===== src/rtl/count_seq_pkg.sv =====
// Shared state encodings and default geometry for the count sequencer and its datapath.
package count_seq_pkg;

  localparam int         DEF_W         = 4;
  localparam logic [3:0] DEF_RESET_VAL = 4'hE;

  typedef enum logic [1:0] {
    S_IDLE = 2'd0,
    S_LOAD = 2'd1,
    S_RUN  = 2'd2,
    S_DONE = 2'd3
  } state_t;

endpackage


===== src/rtl/count_core.sv =====
// W-bit loadable up/down counter built from per-bit D flip-flops; one-cycle update, load has priority over enable.
// No flow control: the sequencer drives load/en every cycle.
module d_ff #(
  parameter logic RST = 1'b0
) (
  input  logic clk,
  input  logic rst_b,
  input  logic d,
  output logic q
);

  always_ff @(posedge clk or negedge rst_b) begin
    if (!rst_b) q <= RST;
    else        q <= d;
  end

endmodule

module count_core
  import count_seq_pkg::*;
#(
  parameter int         W         = DEF_W,
  parameter logic [W-1:0] RESET_VAL = W'(DEF_RESET_VAL)
) (
  input  logic         clk,
  input  logic         rst_b,
  input  logic         load,
  input  logic         en,
  input  logic         up,
  input  logic [W-1:0] d,
  output logic [W-1:0] q
);

  logic [W-1:0] q_nxt;

  // Wrap-around is the natural modulo-2^W behaviour of the W-bit add/subtract.
  always_comb begin
    q_nxt = q;
    if (load)    q_nxt = d;
    else if (en) q_nxt = up ? q + W'(1) : q - W'(1);
  end

  for (genvar i = 0; i < W; i++) begin : g_bit
    d_ff #(.RST(RESET_VAL[i])) u_ff (
      .clk   (clk),
      .rst_b (rst_b),
      .d     (q_nxt[i]),
      .q     (q[i])
    );
  end

endmodule


===== src/rtl/count_sequencer.sv =====
// FSM that captures start/terminal/direction, loads the counter and steps it to the terminal value; done after 2+N edges.
// Starts outside IDLE are dropped (no queueing); COUNT_SEQ_AUTORELOAD_EN makes DONE reload for a periodic run.
module count_sequencer
  import count_seq_pkg::*;
#(
  parameter int           W         = DEF_W,
  parameter logic [W-1:0] RESET_VAL = W'(DEF_RESET_VAL)
) (
  input  logic         clk,
  input  logic         rst_b,
  input  logic         start,
  input  logic [W-1:0] load_val,
  input  logic [W-1:0] term_val,
  input  logic         dir_up,
  input  logic         abort,
  output logic [W-1:0] Q,
  output logic         busy,
  output logic         done,
  output logic         tc
);

  state_t       state, state_nxt;
  logic [W-1:0] load_r, term_r;
  logic         dir_r;
  logic         done_r;
  logic         capture;
  logic         core_load, core_en;
  logic         at_term;

  assign at_term = (Q == term_r);

  always_ff @(posedge clk or negedge rst_b) begin
    if (!rst_b) begin
      state  <= S_IDLE;
      load_r <= '0;
      term_r <= '0;
      dir_r  <= 1'b1;
      done_r <= 1'b0;
    end else begin
      state  <= state_nxt;
      done_r <= (state_nxt == S_DONE);
      if (capture) begin
        load_r <= load_val;
        term_r <= term_val;
        dir_r  <= dir_up;
      end
    end
  end

  // Terminal check uses the current Q, so the counter stops on term_r and never steps past it.
  always_comb begin
    state_nxt = state;
    capture   = 1'b0;
    core_load = 1'b0;
    core_en   = 1'b0;
    case (state)
      S_IDLE: begin
        if (start && !abort) begin
          state_nxt = S_LOAD;
          capture   = 1'b1;
        end
      end
      S_LOAD: begin
        if (abort) state_nxt = S_IDLE;
        else begin
          core_load = 1'b1;
          state_nxt = S_RUN;
        end
      end
      S_RUN: begin
        if (abort)        state_nxt = S_IDLE;
        else if (at_term) state_nxt = S_DONE;
        else              core_en   = 1'b1;
      end
      S_DONE: begin
`ifdef COUNT_SEQ_AUTORELOAD_EN
        state_nxt = abort ? S_IDLE : S_LOAD;
`else
        state_nxt = S_IDLE;
`endif
      end
      default: state_nxt = S_IDLE;
    endcase
  end

  count_core #(.W(W), .RESET_VAL(RESET_VAL)) u_core (
    .clk   (clk),
    .rst_b (rst_b),
    .load  (core_load),
    .en    (core_en),
    .up    (dir_r),
    .d     (load_r),
    .q     (Q)
  );

  assign busy = (state != S_IDLE);
  assign done = done_r;
  assign tc   = (state == S_RUN) && at_term;

endmodule


===== config.mk =====
export PLATFORM = sky130hd
export DESIGN_NAME = count_sequencer
export DESIGN_NICKNAME = d
export VERILOG_FILES = /design/src/rtl/count_seq_pkg.sv /design/src/rtl/count_core.sv /design/src/rtl/count_sequencer.sv
export SDC_FILE = /design/constraint.sdc
export NUM_CORES = 1
export LEC_CHECK = 0
export BUFFER_PORTS_ARGS = -buffer_cell sky130_fd_sc_hd__buf_2
export CAP_MARGIN = 20
export CORE_UTILIZATION = 25
export CTS_BUF_LIST = sky130_fd_sc_hd__clkbuf_16
export DETAILED_ROUTE_END_ITERATION = 7
export PLACE_DENSITY = 0.46
export SLEW_MARGIN = 20
export SYNTH_ARGS = -nofsm -noshare
export SYNTH_HDL_FRONTEND = slang
export SYNTH_SLANG_ARGS = --single-unit

===== constraint.sdc =====
create_clock -name clk -period 2.6 [get_ports clk]
set_input_delay 0.26 -clock clk [delete_from_list [all_inputs] [get_ports clk]]
set_output_delay 0.26 -clock clk [all_outputs]
set_load 0.005 [all_outputs]

# [Word-level counts from Yosys, hierarchy flattened]
# Index checks and enable logic that the tools add are counted.
[op_classes] add_sub_neg=2 mul=0 div_mod_pow=0 n_lt_le_gt_ge=0 n_eq_ne=5 shifts=0 n_mux=15 n_bitwise=0 n_reduce_logical=6
[ops] operator="4-bit two-way mux" n=3
[ops] operator="2-bit two-way mux" n=4
[ops] operator="2-bit case mux with 4 select lines" n=1
[ops] operator="1-bit two-way mux" n=7
[ops] operator="2-bit equality test, second input constant" n=3
[ops] operator="4-bit by 1-bit adder with 4-bit output, second input constant" n=1
[ops] operator="4-bit equality test" n=1
[ops] operator="2-bit nonzero test" n=2
[ops] operator="4-bit by 1-bit subtractor with 4-bit output, second input constant" n=1
[ops] operator="2-bit by 1-bit equality test with 1-bit output, second input constant" n=1
[ops] operator="1-bit logical AND" n=2
[ops] operator="2-bit zero test" n=1
[ops] operator="1-bit zero test" n=1
[word_totals] reg_bits=16 latchBits=0 ramBits=0 romBits=0 input_bits=13 output_inout_bits=7 elab_cells=37 mem_count=0

# [Logic depth before layout (Yosys ltp)]
# Gate-level depths: netlist of the first run.
[depth] depth_word=6 mapped_depth=6 depth_no_buf=6

# [By module]
# Synthesis of the first run repeated with hierarchy kept, for this count alone.
[hier_totals] hier_cells=70 area_unflattened_um2=844.6
[modules_own_cells] mod="count_sequencer" instances=1 cells_each=38 area_each_um2=529.3 seq_area_each_um2=301.5
[modules_own_cells] mod="count_core" instances=1 cells_each=28 area_each_um2=211.5 seq_area_each_um2=0.0
[modules_own_cells] mod="d_ff at u_core.g_bit[1].u_ff ..." instances=3 cells_each=1 area_each_um2=26.3 seq_area_each_um2=26.3
[modules_own_cells] mod="d_ff at u_core.g_bit[0].u_ff" instances=1 cells_each=1 area_each_um2=25.0 seq_area_each_um2=25.0

# [Worst setup path before layout of the first run]
# Ideal clock, no wire load.
[synth_path] kind="reg-to-reg" from="register dir_r" to="register u_core.g_bit[3].u_ff.q" setup_time_ns=0.087 arrival_time_ns=1.650 required_time_ns=2.513 path_slack_ns=0.864 stages_incl_launch_ff=7 n_path_buf=0 synth_period_minus_slack_ns=1.736 path_cell_list="dfstp_2 inv_1 ha_1 a21oi_1 a2111oi_0 a311oi_1 nand3_1"
[synth_via] elab_chain_len=3
[synth_rtl] item="start: declaration" line="count_sequencer.sv:24" source="logic dir_r;"
[synth_rtl] item="start signal: assignment" line="count_sequencer.sv:45" source="dir_r <= dir_up;"
[synth_rtl] item="4-bit two-way mux (2 in series)" line="count_core.sv:40" source="else if (en) q_nxt = up ? q + W'(1) : q - W'(1);"
[synth_rtl] item="4-bit two-way mux" line="count_core.sv:39" source="if (load) q_nxt = d;"
[synth_rtl] item="end signal: assignment" line="count_core.sv:13" source="if (!rst_b) q <= RST;"
[synth_rtl] item="end signal: assignment" line="count_core.sv:14" source="else q <= d;"
[synth_rtl] item="end: declaration" line="count_core.sv:9" source="output logic q"
# Every way passes these cells. The select of a mux whose other input is x is not followed.
# A chain may end at the register's enable or synchronous reset.

# [Worst setup path after layout of the first run]
[layout_path] from="register u_core.g_bit[3].u_ff.q" to="output port tc"
[layout_via] elab_chain_len=2
[layout_rtl] item="4-bit equality test" line="count_sequencer.sv:30" source="assign at_term = (Q == term_r);"
[layout_rtl] item="1-bit logical AND" line="count_sequencer.sv:98" source="assign tc = (state == S_RUN) && at_term;"
[layout_rtl] item="end: declaration" line="count_sequencer.sv:19" source="output logic tc"
# Every way passes these cells.

==> out/qor.txt, run 1 <==
Status - completed
Tot Pwr - 1070 uW
Arrival @ worst endpoint - 1780 ps
Seq/Total Area, Yosys - 43.5%
Final hold violations - 0
Largest net degree at the start of global routing - 17
Die Footprint - 0.00397 mm^2
Vias in the first global route - 623
PD cells - 950 mW/mm^2
Ports - 20
Maximum achievable frequency - 490 MHz
Vias - 627
Cell family with the largest share of critical-path delay - simple AND/OR/NAND/NOR gates
Final ANT Viol Nets - 0
Syn. warnings - 0
Slew Limit Headroom - 68.8%
Synthesis-to-finish area growth - 21.1%
Post-CTS sizing - 0
Area of the core - 0.00344 mm^2
Critical path type - reg -> out
Total grt overflow - 0
Die X - 63.0 um
Antenna diode count - 0
Post-DR vias/cell - 4.38
Post-route minimum period - 2040 ps
First-pass GRT wire length - 3.04 mm
# setup viols final - 0
CTS Buf Count - 3
Clock sink count - 16
Slew Viols, Final - 0
Total GRT Usage - 9.95%
Final HPWL DP - 1.34 mm
Nets - 114
Register Area - 405 um^2
Initial core utilization - 27.0%
Startpoint Class - flop
Worst EP required - 2340 ps
Initial DRC Count - 2
CP Buf/Inv Count - 2
Max cap viols - 0
Worst-Margin Slew - 463 ps
Cells after Synth - 80
Share of cells above drive strength 1 - 40.2%
First-pass iteration count of the detailed router - 2
Distinct cells, synth - 34
Synthesized Nets - 96
Setup TNS - 0 ps
Final WL - 1.75 mm
CTS tree - built
Final Wtd Congestion - 0.724
Min-delay worst type - in -> reg
Max FO, Critical Path - 4
IO Port Bufs - 19
Final worst path period share - 78.4%
Htree depth - 1
Slowest Stage Delay on Critical Path - 550 ps
Leak - 0.000512 uW
Clock Path Buffers - 2
Site Rows - 21
Drt wl/cell - 12.2 um
Mean Syn Cell Area - 11.6 um^2
DRC viols - 0
Fillers - 344
CP Cell Sequence - xor2_1 -> nor4_1 -> nand3b_1 -> inv_1 -> buf_2
Crit-path slowest cell - dfstp_2
Layout Skew - 4.02 ps
Die Ht - 63.0 um
RSZ-0062 raised after global routing - false
Crit. End Element - primary output
Multi-input gate area - 462 um^2
Clock transition at the registers of the reported paths - 50 ps
Post-CTS Setup Repair Bufs - 0
Worst-Skew Late Latency - 250 ps
Clk root buf - clkbuf_16
# hold bufs at CTS - 1
Initial antenna violation count - 0
Syn Std Cell Area - 931 um^2
Maximum vdd ir drop - 0.000313 V
Synth Register Bits - 16
-- layer usage --
layer  GRT usage, %  part of all wire (%)  vias up
met1           12.9                    47      306
met2           15.1                    48       10
met4           6.10                   1.5        0
met3           2.01                   3.3        2
met5              0                     0        -
li1               -                     -      309
-- power by group --
group	switching, uW	total [uW]	internal, uW
Combinational	188	358	170
Sequential	79.1	415	336
Clock	94.2	298	204
-- cells in the final DEF, fill, tap and decap left out, drive strengths merged --
cell type,synthesis,final
a2111oi,1,1
a211o,1,1
a21o,1,1
a21oi,2,2
a311oi,1,1
and2,1,1
buf,7,19
clkbuf,0,3
dfrtp,12,12
dfstp,4,4
dlygate4sd3,0,1
fa,1,1
ha,2,2
inv,5,6
mux2,9,9
mux2i,2,2
nand2,4,4
nand3,4,4
nand3b,1,1
nor2,5,5
nor3,1,1
nor3b,2,2
nor4,1,1
o211ai,2,2
o21ai,3,3
o41a,1,1
o41ai,1,1
xnor2,1,1
xor2,5,5
-- registers in the layout (all words and copies together) (netlist names) --
| name | cells |
|---|---|
| load_r | 4 |
| state | 2 |
| done | 1 |
| u_core.g_bit.u_ff.q | 4 |
| dir_r | 1 |
| term_r | 4 |
-- through the flow --
| stage | worst slack, ps | hold WS [ps] | utilization, % | area (um^2) | cells |
|---|---|---|---|---|---|
| global route | 337 | 246 | 32.8 | 1130 | 143 |
| finish | 561 | 230 | 32.8 | 1130 | 143 |
| CTS | 527 | 231 | 32.8 | 1130 | 143 |
| floorplan | 864 | -35.6 | - | 931 | 80 |
| detailed placement | 672 | 201 | 30.2 | 1040 | 138 |
| global placement | 731 | 198 | 30.2 | 1040 | 138 |
-- cells in the mapped netlist (all sizes together) --
master	number	area share [%]
mux2i	2	2.2
xnor2	1	0.94
nand2	4	1.6
inv	5	2.0
fa	1	2.2
o41ai	1	3.0
nor4	1	0.67
dfstp	4	11
o21ai	3	1.6
nor3b	2	3.4
dfrtp	12	32
nand3	4	2.2
o211ai	2	2.2
and2	1	0.67
nand3b	1	0.81
a21o	1	0.81
a21oi	2	1.1
a311oi	1	0.94
a211o	1	0.94
buf	7	4.8
mux2	9	11
o41a	1	1.2
nor2	5	2.8
ha	2	2.7
xor2	5	5.5
nor3	1	0.54
a2111oi	1	0.94
-- final cells by class --
cell class	count	area share (%)
inverter	5	1.66
clock inverter	1	0.333
clock buffer	3	6.66
timing repair buffer	20	9.32
multi-input combinational	52	41.0
sequential	16	36.0
tap	46	5.11
-- path summary, 6_finish.rpt --
kind,cells after the start,slack [ps],endpoint,start
max,5,560,tc,u_core.g_bit[3].u_ff.q$_DFFE_PN1P_
min,2,230,load_r[2]$_DFFE_PN0P_,load_val[2]
max reg2reg,6,690,u_core.g_bit[3].u_ff.q$_DFFE_PN1P_,dir_r$_DFFE_PN1P_
min reg2reg,2,480,u_core.g_bit[2].u_ff.q$_DFFE_PN1P_,load_r[2]$_DFFE_PN0P_
max in group asynchronous,2,1820,u_core.g_bit[3].u_ff.q$_DFFE_PN1P_,rst_b
min in group asynchronous,2,460,done$_DFF_PN0_,rst_b
-- logic make-up (layout without fill, tap and decap cells) --
group | after synthesis | count (layout) | synth area share [%]
flip-flops | 16 | 16 | 43.5
multiplexers | 11 | 11 | 13.0
buffers and inverters | 12 | 29 | 6.85
AND/OR/NAND/NOR | 19 | 19 | 12.6
AO/OA/AOI/OAI | 13 | 13 | 12.6
adder cells (fa/ha/maj) | 3 | 3 | 4.84
XOR/XNOR | 6 | 6 | 6.45
No activity file was read; power rests on OpenSTA's default activity.
==> run 2: changes to the inputs <==
- PLACE_DENSITY: 0.46 -> 0.47
- clock period: 2.6 -> 1.85 ns (I/O delays scaled with it)
==> run 2 against run 1 <==
Against the previous run:
- die area stayed put
- clock power is 41% higher
- global-route usage is 0.48 points higher
- sequential share of layout area is 2.1 points lower
- count of clock-buffer cells in the layout stayed put
- clock skew is 0.71 ps higher
- critical path depth is 1 higher
- setup slack worse by 480 ps
==> out/qor.txt, run 2 (synthesis results as in run 1) <==
Max cap viols - 0
Arrival @ worst endpoint - 1950 ps
Most frequent cells in the layout - 19 x buf_2, 12 x dfrtp_1, 7 x mux2_2
Clock transition at the registers of the reported paths - 50 ps
Total grt overflow - 0
CTS Buf Count - 3
Largest registers - load_r (4), term_r (4), u_core.g_bit.u_ff.q (4)
Final WL - 1.91 mm
Share of cells above drive strength 1 - 47.1%
Vias - 662
Initial antenna violation count - 0
Final ANT Viol Nets - 0
Die Ht - 63.0 um
Antenna diode count - 0
Die Footprint - 0.00397 mm^2
Layout Skew - 4.73 ps
Crit. End Element - flop
CTS tree - built
Ports - 20
Area of the core - 0.00344 mm^2
Nets - 119
DP Area - 0.00107 mm^2
Maximum achievable frequency - 565 MHz
Multi-input gate area - 494 um^2
PD cells - 1390 mW/mm^2
DRC viols - 0
Leak - 0.000542 uW
Clock Path Buffers - 2
Post-route minimum period - 1770 ps
First-pass GRT wire length - 3.22 mm
Clk root buf - clkbuf_16
Worst EP required - 2030 ps
Total GRT Usage - 10.4%
Initial DRC Count - 11
Clock sink count - 16
Die X - 63.0 um
Fillers - 348
Min-delay worst type - in -> reg
Site Rows - 21
Final HPWL DP - 1.44 mm
Hold_ws - 160 ps
Startpoint Class - flop
Slew Limit Headroom - 70.3%
Register Area - 405 um^2
# setup viols final - 0
First-pass iteration count of the detailed router - 4
Initial core utilization - 27.0%
Status - completed
Slew Viols, Final - 0
Commonest non-fill, non-tap cell in the layout - buf_2
Final worst path period share - 95.6%
Synthesis-to-finish area growth - 28.6%
Largest net degree at the start of global routing - 17
IO Port Bufs - 19
Cell area after layout - 0.00120 mm^2
Maximum vdd ir drop - 0.000568 V
Vias in the first global route - 753
Fin util - 34.8%
Post-DR vias/cell - 4.47
Drt wl/cell - 12.9 um
Htree depth - 1
Final Wtd Congestion - 0.746
Critical path type - reg -> reg
Max FO, Critical Path - 4
Worst-Skew Late Latency - 240 ps
Worst-Margin Slew - 444 ps
Final hold violations - 0
R2R setup slack - 80 ps
RSZ-0062 raised after global routing - true
run 2: cell count changes in the layout (fill, tap and decap cells not counted), sizes merged:
cell | before | now
buf | 19 | 24
run 2: per-layer routing:
metal	track usage, %	share of wire, %	up-vias
met2	17.7	50	12
li1	-	-	322
met1	12.4	45	324
met4	6.98	2.8	0
met5	0	0	-
met3	0.730	1.8	4
run 2: timing repair:
item	in CTS	in global routing
buffers inserted	1	0
pin swaps	1	3
endpoints found under the hold margin	12	0
endpoints found under the setup margin	2	2
hold buffers	1	0
gates resized for setup	2	4
run 2: critical path, stage by stage (launching register included):
cell	delay (ps)
dfstp_2	540
inv_1	80
ha_1	360
a21oi_2	240
nand3_1	120
a211o_1	300
nand3_1	70
run 2: path summary, 6_finish.rpt:
path                                                      end  depth (start not counted)                   from
max in group asynchronous                   dir_r$_DFFE_PN1P_                          2                  rst_b
min in group asynchronous               load_r[0]$_DFFE_PN0P_                          2                  rst_b
max reg2reg                u_core.g_bit[3].u_ff.q$_DFFE_PN1P_                          6      dir_r$_DFFE_PN1P_
max                        u_core.g_bit[3].u_ff.q$_DFFE_PN1P_                          6      dir_r$_DFFE_PN1P_
min reg2reg                u_core.g_bit[2].u_ff.q$_DFFE_PN1P_                          2  load_r[2]$_DFFE_PN0P_
min                                     load_r[0]$_DFFE_PN0P_                          2            load_val[0]
run 2: area by class of cell:
class                           count  share of cell area [%]
Sequential cell                    16                    33.9
Timing Repair Buffer               25                    11.9
Clock inverter                      1                   0.313
Multi-Input combinational cell     52                    41.3
Clock buffer                        3                    6.27
Tap cell                           46                    4.81
Inverter                            5                    1.57
run 2: report_power, final:
group | leakage [uW] | switching [uW] | internal, uW
logic | 0.000311 | 372 | 318
registers | 0.000189 | 88.5 | 472
clock network | 0.0000423 | 132 | 286
total | 0.000542 | 593 | 1080
run 2: per-stage QoR:
| stage | TNS [ps] | setup slack [ps] | power, uW | std cells |
|---|---|---|---|---|
| floorplan | 0 | 114 | 1000 | 80 |
| global placement | 0 | 72.4 | 1130 | 142 |
| detailed placement | 0 | 11.2 | 1160 | 142 |
| CTS | 0 | 48.1 | 1630 | 148 |
| global route | -28.5 | -28.5 | 1780 | 148 |
| finish | 0 | 81.4 | 1670 | 148 |
==> run 3: changes to the inputs <==
- CORE_ASPECT_RATIO: not set -> 2
==> run 3 against run 2 <==
Against the previous run:
- sequential share of layout area down 0.11 points
- combinational power shrank 5.2%
- cell count increased by 2.7%
- setup slack gained 1.3 ps
- register-to-register slack better by 30 ps
- first-iteration DRC count is 45% lower
- worst hold slack lost 8.3 ps
- die area up 0.38%
- global-route usage rose by 1.4 points
- largest cell class unchanged
- largest power group unchanged
- highest routed layer unchanged
==> out/qor.txt, run 3 (synthesis results as in run 1) <==
IO Port Bufs - 19
Vias - 677
Htree depth - 1
Initial antenna violation count - 0
CTS tree - built
Internal cell power - 1060 uW
Gate power share - 39.8%
Initial core utilization - 26.1%
Leak - 0.000545 uW
Startpoint Class - flop
Maximum achievable frequency - 566 MHz
Area of the core - 0.00357 mm^2
DRC viols - 0
Final hold violations - 0
Fillers - 392
Share of cells above drive strength 1 - 46.6%
Die Footprint - 0.00399 mm^2
Post-route minimum period - 1770 ps
Cell area after layout - 0.00120 mm^2
PD cells - 1370 mW/mm^2
Worst-Skew Late Latency - 250 ps
Synthesis-to-finish area growth - 29.0%
Slew Limit Headroom - 70.4%
Status - completed
Worst-Margin Slew - 443 ps
Worst EP required - 1660 ps
Site Rows - 31
Initial DRC Count - 6
Die X - 45.2 um
Critical path type - reg -> out
Antenna diode count - 0
Final worst path period share - 95.5%
Max FO, Critical Path - 4
Nets - 120
Ports - 20
Die Ht - 88.3 um
NetSw - 581 uW
Most frequent cells in the layout - 19 x buf_2, 12 x dfrtp_1, 7 x mux2_2
CTS Buf Count - 3
Clock transition at the registers of the reported paths - 50 ps
Largest net degree at the start of global routing - 17
Crit. End Element - primary output
Total GRT Usage - 11.8%
Clock Path Buffers - 2
Max cap viols - 0
Post-DR vias/cell - 4.45
Final HPWL DP - 1.49 mm
Drt wl/cell - 13.0 um
Clk root buf - clkbuf_16
Arrival @ worst endpoint - 1580 ps
Maximum vdd ir drop - 0.000524 V
First-pass GRT wire length - 3.29 mm
Vias in the first global route - 698
Largest registers - load_r (4), term_r (4), u_core.g_bit.u_ff.q (4)
Sw Ratio - 35.3%
Clock sink count - 16
First-pass iteration count of the detailed router - 2
Final Wtd Congestion - 0.765
Min-delay worst type - in -> reg
Final ANT Viol Nets - 0
Fin util - 33.7%
# setup viols final - 0
Final WL - 1.97 mm
Clock power share - 26.1%
Slew Viols, Final - 0
Commonest non-fill, non-tap cell in the layout - buf_2
Total grt overflow - 0
Power share of the sequential group - 34.1%
Layout Skew - 1.36 ps
DP Area - 0.00108 mm^2
-- run 3: power by group through the flow --
stage               combinational, uW  clock (uW)  sequential [uW]
floorplan                         450           0              552
global placement                  572           0              572
detailed placement                586           0              571
CTS                               607         441              565
global route                      722         449              579
finish                            654         429              561
-- run 3: per-stage QoR --
step                setup TNS, ps  cells  power (uW)  setup slack (ps)  hold WS (ps)
floorplan                       0     80        1000               114          -111
global placement                0    146        1140               106           127
detailed placement              0    146        1160              37.4           133
CTS                             0    151        1610             0.528           151
global route               -0.168    152        1750            -0.168           161
finish                          0    152        1640              82.7           152
-- run 3: path summary, 6_finish.rpt --
kind / from / to / slack (ps) / cells past startpoint
max reg2reg: dir_r$_DFFE_PN1P_ / u_core.g_bit[3].u_ff.q$_DFFE_PN1P_ / 110 / 6
min reg2reg: load_r[2]$_DFFE_PN0P_ / u_core.g_bit[2].u_ff.q$_DFFE_PN1P_ / 480 / 2
min: load_val[0] / load_r[0]$_DFFE_PN0P_ / 150 / 2
max in group asynchronous: rst_b / u_core.g_bit[3].u_ff.q$_DFFE_PN1P_ / 1150 / 2
max: u_core.g_bit[2].u_ff.q$_DFFE_PN1P_ / tc / 80 / 5
min in group asynchronous: rst_b / term_r[0]$_DFFE_PN0P_ / 390 / 2
-- run 3: per-layer routing --
| layer | wire (um) | vias up | track usage (%) |
|---|---|---|---|
| met1 | 738 | 330 | 12.8 |
| met3 | 64 | 5 | 2.04 |
| met2 | 1120 | 15 | 20.4 |
| met4 | 51 | 0 | 7.44 |
| met5 | 0 | - | 0 |
| li1 | - | 327 | - |
-- run 3: timing repair --
item / CTS / global route
buffers inserted: 0 / 1
setup endpoints to repair: 1 / 2
hold endpoints to repair: 12 / 0
resized for setup: 1 / 4
pin swaps: 0 / 2
hold buffers: 1 / 0
-- run 3: layout make-up --
cell class,instances,area (um^2),share of cell area (%)
inverters,5,18.8,1.56
multi-input cells,52,487,40.5
clock buffers,3,75.1,6.25
flip-flops and latches,16,405,33.8
well taps,49,61.3,5.10
clock inverters,1,3.75,0.313
repair buffers,26,150,12.5
-- run 3: worst max-delay path, stage by stage, from the launching register on --
cell      delay, ps
dfstp_2         560
xor2_1          380
nor4_4          100
nand3b_1        130
inv_1            50
buf_2           120
